--- src/rtl/matrix_pkg.sv ---
// Shared constants and FSM encoding for the matrix multiplier control path.
package matrix_pkg;

    localparam int WORD_WIDTH = 32;

    localparam logic [2:0] ST_LOAD     = 3'd0;
    localparam logic [2:0] ST_GAP      = 3'd1;
    localparam logic [2:0] ST_ISSUE    = 3'd2;
    localparam logic [2:0] ST_WAIT_RES = 3'd3;
    localparam logic [2:0] ST_EMIT     = 3'd4;

    typedef enum logic [2:0] {
        LOAD     = ST_LOAD,
        GAP      = ST_GAP,
        ISSUE    = ST_ISSUE,
        WAIT_RES = ST_WAIT_RES,
        EMIT     = ST_EMIT
    } state_t;

    localparam logic [WORD_WIDTH-1:0] FP_ONE = 32'h3F800000;

endpackage

--- src/rtl/operand_store.sv ---
// Holds matrices A and B; serial write port, combinational row-i / column-j read.
// MATRIX_FEEDER_B_COLMAJOR_EN: B load words are placed column-major.
module operand_store
    import matrix_pkg::*;
#(
    parameter int number_of_elements = 4,
    localparam int IW = $clog2(number_of_elements)
) (
    input  logic                                       clk,
    input  logic                                       wr_en,
    input  logic                                       wr_b,
    input  logic [IW-1:0]                              wr_row,
    input  logic [IW-1:0]                              wr_col,
    input  logic [WORD_WIDTH-1:0]                      wr_data,
    input  logic [IW-1:0]                              rd_row,
    input  logic [IW-1:0]                              rd_col,
    output logic [WORD_WIDTH*number_of_elements-1:0]   row,
    output logic [WORD_WIDTH*number_of_elements-1:0]   column
);

    localparam int N = number_of_elements;

    logic [WORD_WIDTH-1:0] a_mem [N][N];
    logic [WORD_WIDTH-1:0] b_mem [N][N];

    // Storage is deliberately not reset; contents are rewritten on every load.
    always_ff @(posedge clk) begin
        if (wr_en) begin
            if (!wr_b) begin
                a_mem[wr_row][wr_col] <= wr_data;
            end else begin
`ifdef MATRIX_FEEDER_B_COLMAJOR_EN
                b_mem[wr_col][wr_row] <= wr_data;
`else
                b_mem[wr_row][wr_col] <= wr_data;
`endif
            end
        end
    end

    for (genvar k = 0; k < N; k++) begin : g_read
        assign row[WORD_WIDTH*k +: WORD_WIDTH]    = a_mem[rd_row][k];
        assign column[WORD_WIDTH*k +: WORD_WIDTH] = b_mem[k][rd_col];
    end

endmodule

--- src/rtl/matrix_operand_feeder.sv ---
// Control path of the matrix multiplier: loads A/B, feeds inner_product per (i,j), emits C row-major.
// MATRIX_FEEDER_B_COLMAJOR_EN selects column-major B loading (handled in operand_store).
module matrix_operand_feeder
    import matrix_pkg::*;
#(
    parameter int number_of_elements = 4
) (
    input  logic                                       clk,
    input  logic                                       rst,
    input  logic [WORD_WIDTH-1:0]                      load_i_data,
    input  logic                                       load_i_stb,
    output logic                                       load_i_ack,
    output logic [WORD_WIDTH*number_of_elements-1:0]   row,
    output logic [WORD_WIDTH*number_of_elements-1:0]   column,
    output logic                                       row_o_stb,
    output logic                                       column_o_stb,
    output logic                                       prod_o_ack,
    input  logic                                       row_i_ack,
    input  logic                                       column_i_ack,
    input  logic [WORD_WIDTH-1:0]                      prod,
    input  logic                                       prod_i_stb,
    output logic [WORD_WIDTH-1:0]                      res_o_data,
    output logic                                       res_o_stb,
    input  logic                                       res_i_ack,
    output logic                                       res_o_last,
    output logic                                       busy
);

    localparam int N  = number_of_elements;
    localparam int IW = $clog2(N);
    localparam logic [IW-1:0] LAST_IDX = IW'(N - 1);

    state_t        state;
    state_t        state_next;
    logic [IW-1:0] ld_row;
    logic [IW-1:0] ld_col;
    logic          ld_b;
    logic [IW-1:0] i_idx;
    logic [IW-1:0] j_idx;
    logic          gap_cnt;
    logic          row_seen;
    logic          col_seen;
    logic          seen_low;

    logic load_fire;
    logic load_last;
    logic both_acked;
    logic capture;
    logic last_elem;

    assign load_fire  = load_i_stb & load_i_ack;
    assign load_last  = ld_b & (ld_row == LAST_IDX) & (ld_col == LAST_IDX);
    assign both_acked = (row_seen | row_i_ack) & (col_seen | column_i_ack);
    // Only a rising result after a low sample counts, so a stale strobe is ignored.
    assign capture    = prod_i_stb & seen_low;
    assign last_elem  = (i_idx == LAST_IDX) & (j_idx == LAST_IDX);

    operand_store #(
        .number_of_elements(N)
    ) u_store (
        .clk    (clk),
        .wr_en  (load_fire),
        .wr_b   (ld_b),
        .wr_row (ld_row),
        .wr_col (ld_col),
        .wr_data(load_i_data),
        .rd_row (i_idx),
        .rd_col (j_idx),
        .row    (row),
        .column (column)
    );

    always_comb begin
        state_next   = state;
        load_i_ack   = 1'b0;
        row_o_stb    = 1'b0;
        column_o_stb = 1'b0;
        prod_o_ack   = 1'b0;
        res_o_stb    = 1'b0;
        res_o_last   = 1'b0;
        busy         = (state != LOAD);
        case (state)
            LOAD: begin
                load_i_ack = 1'b1;
                if (load_i_stb && load_last) state_next = GAP;
            end
            GAP: begin
                if (gap_cnt) state_next = ISSUE;
            end
            ISSUE: begin
                row_o_stb    = 1'b1;
                column_o_stb = 1'b1;
                prod_o_ack   = 1'b1;
                if (both_acked) state_next = WAIT_RES;
            end
            WAIT_RES: begin
                if (capture) state_next = EMIT;
            end
            EMIT: begin
                res_o_stb  = 1'b1;
                res_o_last = last_elem;
                if (res_i_ack) state_next = last_elem ? LOAD : GAP;
            end
            default: state_next = LOAD;
        endcase
    end

    always_ff @(posedge clk) begin
        if (!rst) begin
            state      <= LOAD;
            ld_row     <= '0;
            ld_col     <= '0;
            ld_b       <= 1'b0;
            i_idx      <= '0;
            j_idx      <= '0;
            gap_cnt    <= 1'b0;
            row_seen   <= 1'b0;
            col_seen   <= 1'b0;
            seen_low   <= 1'b0;
            res_o_data <= '0;
        end else begin
            state <= state_next;
            case (state)
                LOAD: begin
                    if (load_fire) begin
                        if (ld_col == LAST_IDX) begin
                            ld_col <= '0;
                            if (ld_row == LAST_IDX) begin
                                ld_row <= '0;
                                ld_b   <= ~ld_b;
                            end else begin
                                ld_row <= ld_row + 1'b1;
                            end
                        end else begin
                            ld_col <= ld_col + 1'b1;
                        end
                    end
                end
                GAP: begin
                    gap_cnt  <= ~gap_cnt;
                    row_seen <= 1'b0;
                    col_seen <= 1'b0;
                    seen_low <= 1'b0;
                end
                ISSUE: begin
                    row_seen <= row_seen | row_i_ack;
                    col_seen <= col_seen | column_i_ack;
                end
                WAIT_RES: begin
                    if (!prod_i_stb) seen_low <= 1'b1;
                    if (capture) res_o_data <= prod;
                end
                EMIT: begin
                    if (res_i_ack) begin
                        if (j_idx == LAST_IDX) begin
                            j_idx <= '0;
                            i_idx <= (i_idx == LAST_IDX) ? '0 : i_idx + 1'b1;
                        end else begin
                            j_idx <= j_idx + 1'b1;
                        end
                    end
                end
                default: ;
            endcase
        end
    end

endmodule

--- config.mk ---
export PLATFORM = sky130hd
export DESIGN_NAME = matrix_operand_feeder
export DESIGN_NICKNAME = d
export VERILOG_FILES = /design/src/rtl/matrix_pkg.sv /design/src/rtl/operand_store.sv /design/src/rtl/matrix_operand_feeder.sv
export SDC_FILE = /design/constraint.sdc
export NUM_CORES = 1
export LEC_CHECK = 0
export ABC_AREA = 0
export CAP_MARGIN = 20
export CORE_UTILIZATION = 45
export DETAILED_ROUTE_END_ITERATION = 8
export GPL_TIMING_DRIVEN = 1
export HOLD_SLACK_MARGIN = 0.12
export PLACE_DENSITY = 0.7
export SETUP_SLACK_MARGIN = 0.1
export SLEW_MARGIN = 20
export SYNTH_ARGS = -nofsm -noshare
export SYNTH_HDL_FRONTEND = slang
export SYNTH_HIERARCHICAL = 1
export SYNTH_SLANG_ARGS = --single-unit
--- constraint.sdc ---
create_clock -name clk -period 3.2 [get_ports clk]
set_input_delay 0.32 -clock clk [delete_from_list [all_inputs] [get_ports clk]]
set_output_delay 0.32 -clock clk [all_outputs]
set_load 0.005 [all_outputs]
==> results.py <==
metrics = {
    "sta": {
        "worst_pin_slew_ps": 1020,
        "post-route-period-util": 0.934,
        "skew_ps": 26.8,
        "rsz0062_at_grt": "no",
        "fmax_mhz": 335,
        "slew_viol_final": 0,
        "setup_viol": 0,
        "worst_slack_ps": 212,
        "finalHoldViolCount": 0,
        "slew_headroom": 0.318,
        "hold_slack_ps": 220,
        "period_minus_slack_ps": 2990,
    },
    "power_and_ir_drop": {
        "ir_drop_mv": 0.455,
        "powerDensity_mw_per_mm2": 583,
        "p_sw_w": 0.00554,
        "p_leak_nw": 15.0,
        "swShare": 0.195,
        "power_w": 0.0284,
        "pwr-share-clk": 0.432,
        "pwr-share-comb": 0.024,
        "p_int_w": 0.0229,
        "sequentialPowerShare": 0.544,
    },
    "drt": {
        "ant_nets": 0,
        "drc": 0,
        "wl_um": 92100,
        "wl_per_cell_um": 27.4,
        "via_per_inst": 5.56,
        "vias": 18700,
        "dr.pass1.iters": 7,
        "drtIter0Drc": 1696,
    },
    "cts": {
        "clockRootBuffer": "clkbuf_16",
        "htreeDepth": 3,
        "clock_path_buffers": 3,
        "clk_pin_slew_ps": 60,
        "clock_latency_ps": 670,
        "cts_hold_buffers": 0,
        "clock_sinks": 1072,
        "cts_buffers": 103,
        "cts_tree": "built",
    },
    "placement": {
        "place_ws_ps": 245,
        "port_buffers": 365,
        "post-dp-hpwl_um": 53900,
        "place.gp.congestion": 0.784,
        "dp_cells": 3154,
        "place_area_mm2": 0.0452,
    },
    "yosys": {
        "ys_seq_area_frac": 0.805,
        "synth.distinct_cells": 45,
        "synth.top_cell.area_share": 0.780,
        "syn_inst": 1628,
        "yosysWarnings": 6,
        "async_flop_share": 0,
        "syn_area_mm2": 0.0394,
        "synth_edf_count": 1024,
        "synth_area_leaders": "edfxtp_1 (78%), mux4_2 (15%), dfxtp_1 (2.4%), buf_12 (1.0%), a21oi_1 (0.50%)",
        "synth_ff_type": "edfxtp_1",
        "yosys.area.top_type": "edfxtp_1",
        "synth-seq-cells": 1072,
        "avgSynthCellArea_um2": 24.2,
        "synth_fp_nets": 1703,
    },
    "critical_path": {
        "arrival_ps": 2670,
        "path_cells": "buf_4 -> mux4_2 -> clkdlybuf4s50_1",
        "critPathBufInv": 2,
        "critPathRequiredTime_ps": 2880,
        "crit_path_end_kind": "output port",
        "crit_fanout": 40,
        "crit_family": "buffers and inverters",
        "cp-start-kind": "register",
        "crit_path_max_incr_delay_ps": 750,
        "criticalPathCategory": "reg -> out",
        "slowest_stage": "dfxtp_4",
        "worst-r2r-setup-slack_ps": 520,
    },
    "global_routing": {
        "grt_max_degree": 63,
        "gr-usage-all-layers": 0.208,
        "grt_antenna_before_repair": 2,
        "grt_pass1_wl_um": 132000,
        "grt_pass1_vias": 19000,
        "grt_overflow_total": 0,
    },
    "cells_and_area": {
        "fin_cells": 3358,
        "mostFrequentLayoutCells": "edfxtp_1 (1024), clkdlybuf4s50_1 (354), mux4_2 (256), clkbuf_16 (104), buf_4 (54)",
        "syn2layout_area_growth_pct": 23.8,
        "nets": 2190,
        "fill_cells": 6310,
        "drive_gt1_frac": 0.257,
        "design_area_mm2": 0.0488,
        "final_common_cell": "edfxtp_1",
    },
    "status": {
        "status": "completed",
    },
    "worst_hold_path": {
        "hp-class": "in -> reg",
    },
    "floorplanning": {
        "ios": 366,
        "coreArea_mm2": 0.0868,
        "die_h_um": 298,
        "fp.dieW_um": 298,
        "rows": 108,
        "dieArea_mm2": 0.0888,
        "start_util": 0.454,
    },
    "flow_run": {
        "drv_cap": 0,
    },
}
tightest hold or removal path, stage by stage:
cell	delay (ps)
clkdlybuf4s50_1	400
nand3_1	60
a21oi_1	50
path summary, 6_finish.rpt:
path | from | end | depth (start not counted)
setup / recovery | i_idx[1] | row[97] | 3
hold / removal | prod[20] | res_o_data[20] | 3
setup reg to reg | state[1] | u_store/a_mem[1][126] | 5
hold reg to reg | res_o_data[21] | res_o_data[21] | 2
what timing repair did:
| item | CTS | global route |
|---|---|---|
| gates resized for setup | 0 | 2 |
| buffers inserted | 4 | 7 |
| hold endpoints to repair | 0 | 0 |
| setup endpoints to repair | 85 | 21 |
area by class of cell:
class	instances	area (um^2)	area share
diodes	2	5.00	0.000103
clock buffers	121	2680	0.0549
clock inverters	70	793	0.0163
inverters	5	18.8	0.000385
multi-input cells	467	7180	0.147
flip-flops and latches	1072	31700	0.650
well taps	1155	1450	0.0296
repair buffers	466	4950	0.101
through the flow:
step,util,TNS (ps)
finish,0.562,0
global route,0.562,0
CTS,0.562,0
detailed placement,0.521,0
global placement,0.521,0
floorplan,-,-31760
power by group through the flow:
stage / Clock [W] / Sequential (W) / Combinational, W
after floorplan: 0 / 0.0157 / 0.000117
after global placement: 0 / 0.0157 / 0.000673
after detailed placement: 0 / 0.0157 / 0.000696
after CTS: 0.0125 / 0.0154 / 0.000698
after global routing: 0.0131 / 0.0154 / 0.000724
final: 0.0123 / 0.0154 / 0.000683
Yosys cell counts (all sizes together) (2+ instances only):
| master | count |
|---|---|
| a21oi | 39 |
| and3b | 2 |
| buf | 56 |
| clkbuf | 28 |
| dfxtp | 48 |
| edfxtp | 1024 |
| ha | 4 |
| inv | 5 |
| mux2i | 4 |
| mux4 | 256 |
| nand2 | 10 |
| nand2b | 3 |
| nand3 | 34 |
| nand4b | 3 |
| nand4bb | 3 |
| nor2 | 41 |
| nor2b | 3 |
| nor3 | 2 |
| o21ai | 37 |
| o21bai | 2 |
| or3 | 3 |
| or4b | 2 |
per-layer routing:
layer | vias up | global-route usage | wire, um
met5 | - | 0 | 0
met4 | 0 | 0.0568 | 1970
met3 | 113 | 0.0412 | 7000
met2 | 765 | 0.340 | 45900
met1 | 9882 | 0.286 | 37300
li1 | 7895 | - | -
state kept, by name, summed over array words and instances (netlist names), 2 cells and up:
signal / cells
i_idx: 2
j_idx: 2
ld_col: 2
ld_row: 2
res_o_data: 32
state: 3
u_store/a_mem: 512
u_store/b_mem: 512
logic make-up (layout without fill, tap and decap cells):
kind of cell / after synthesis / after routing / synth area share
and+or+nand+nor: 116 / 116 / 0.0154
other: 0 / 2 / 0
AOI/OAI and AO/OA: 86 / 86 / 0.0117
buffers and inverters: 89 / 662 / 0.0193
xor gates and xnor gates: 1 / 1 / 0.000222
adders and majority gates: 4 / 4 / 0.00127
DFF: 1072 / 1072 / 0.805
muxes: 260 / 260 / 0.147
No activity file was read; power rests on OpenSTA's default activity.
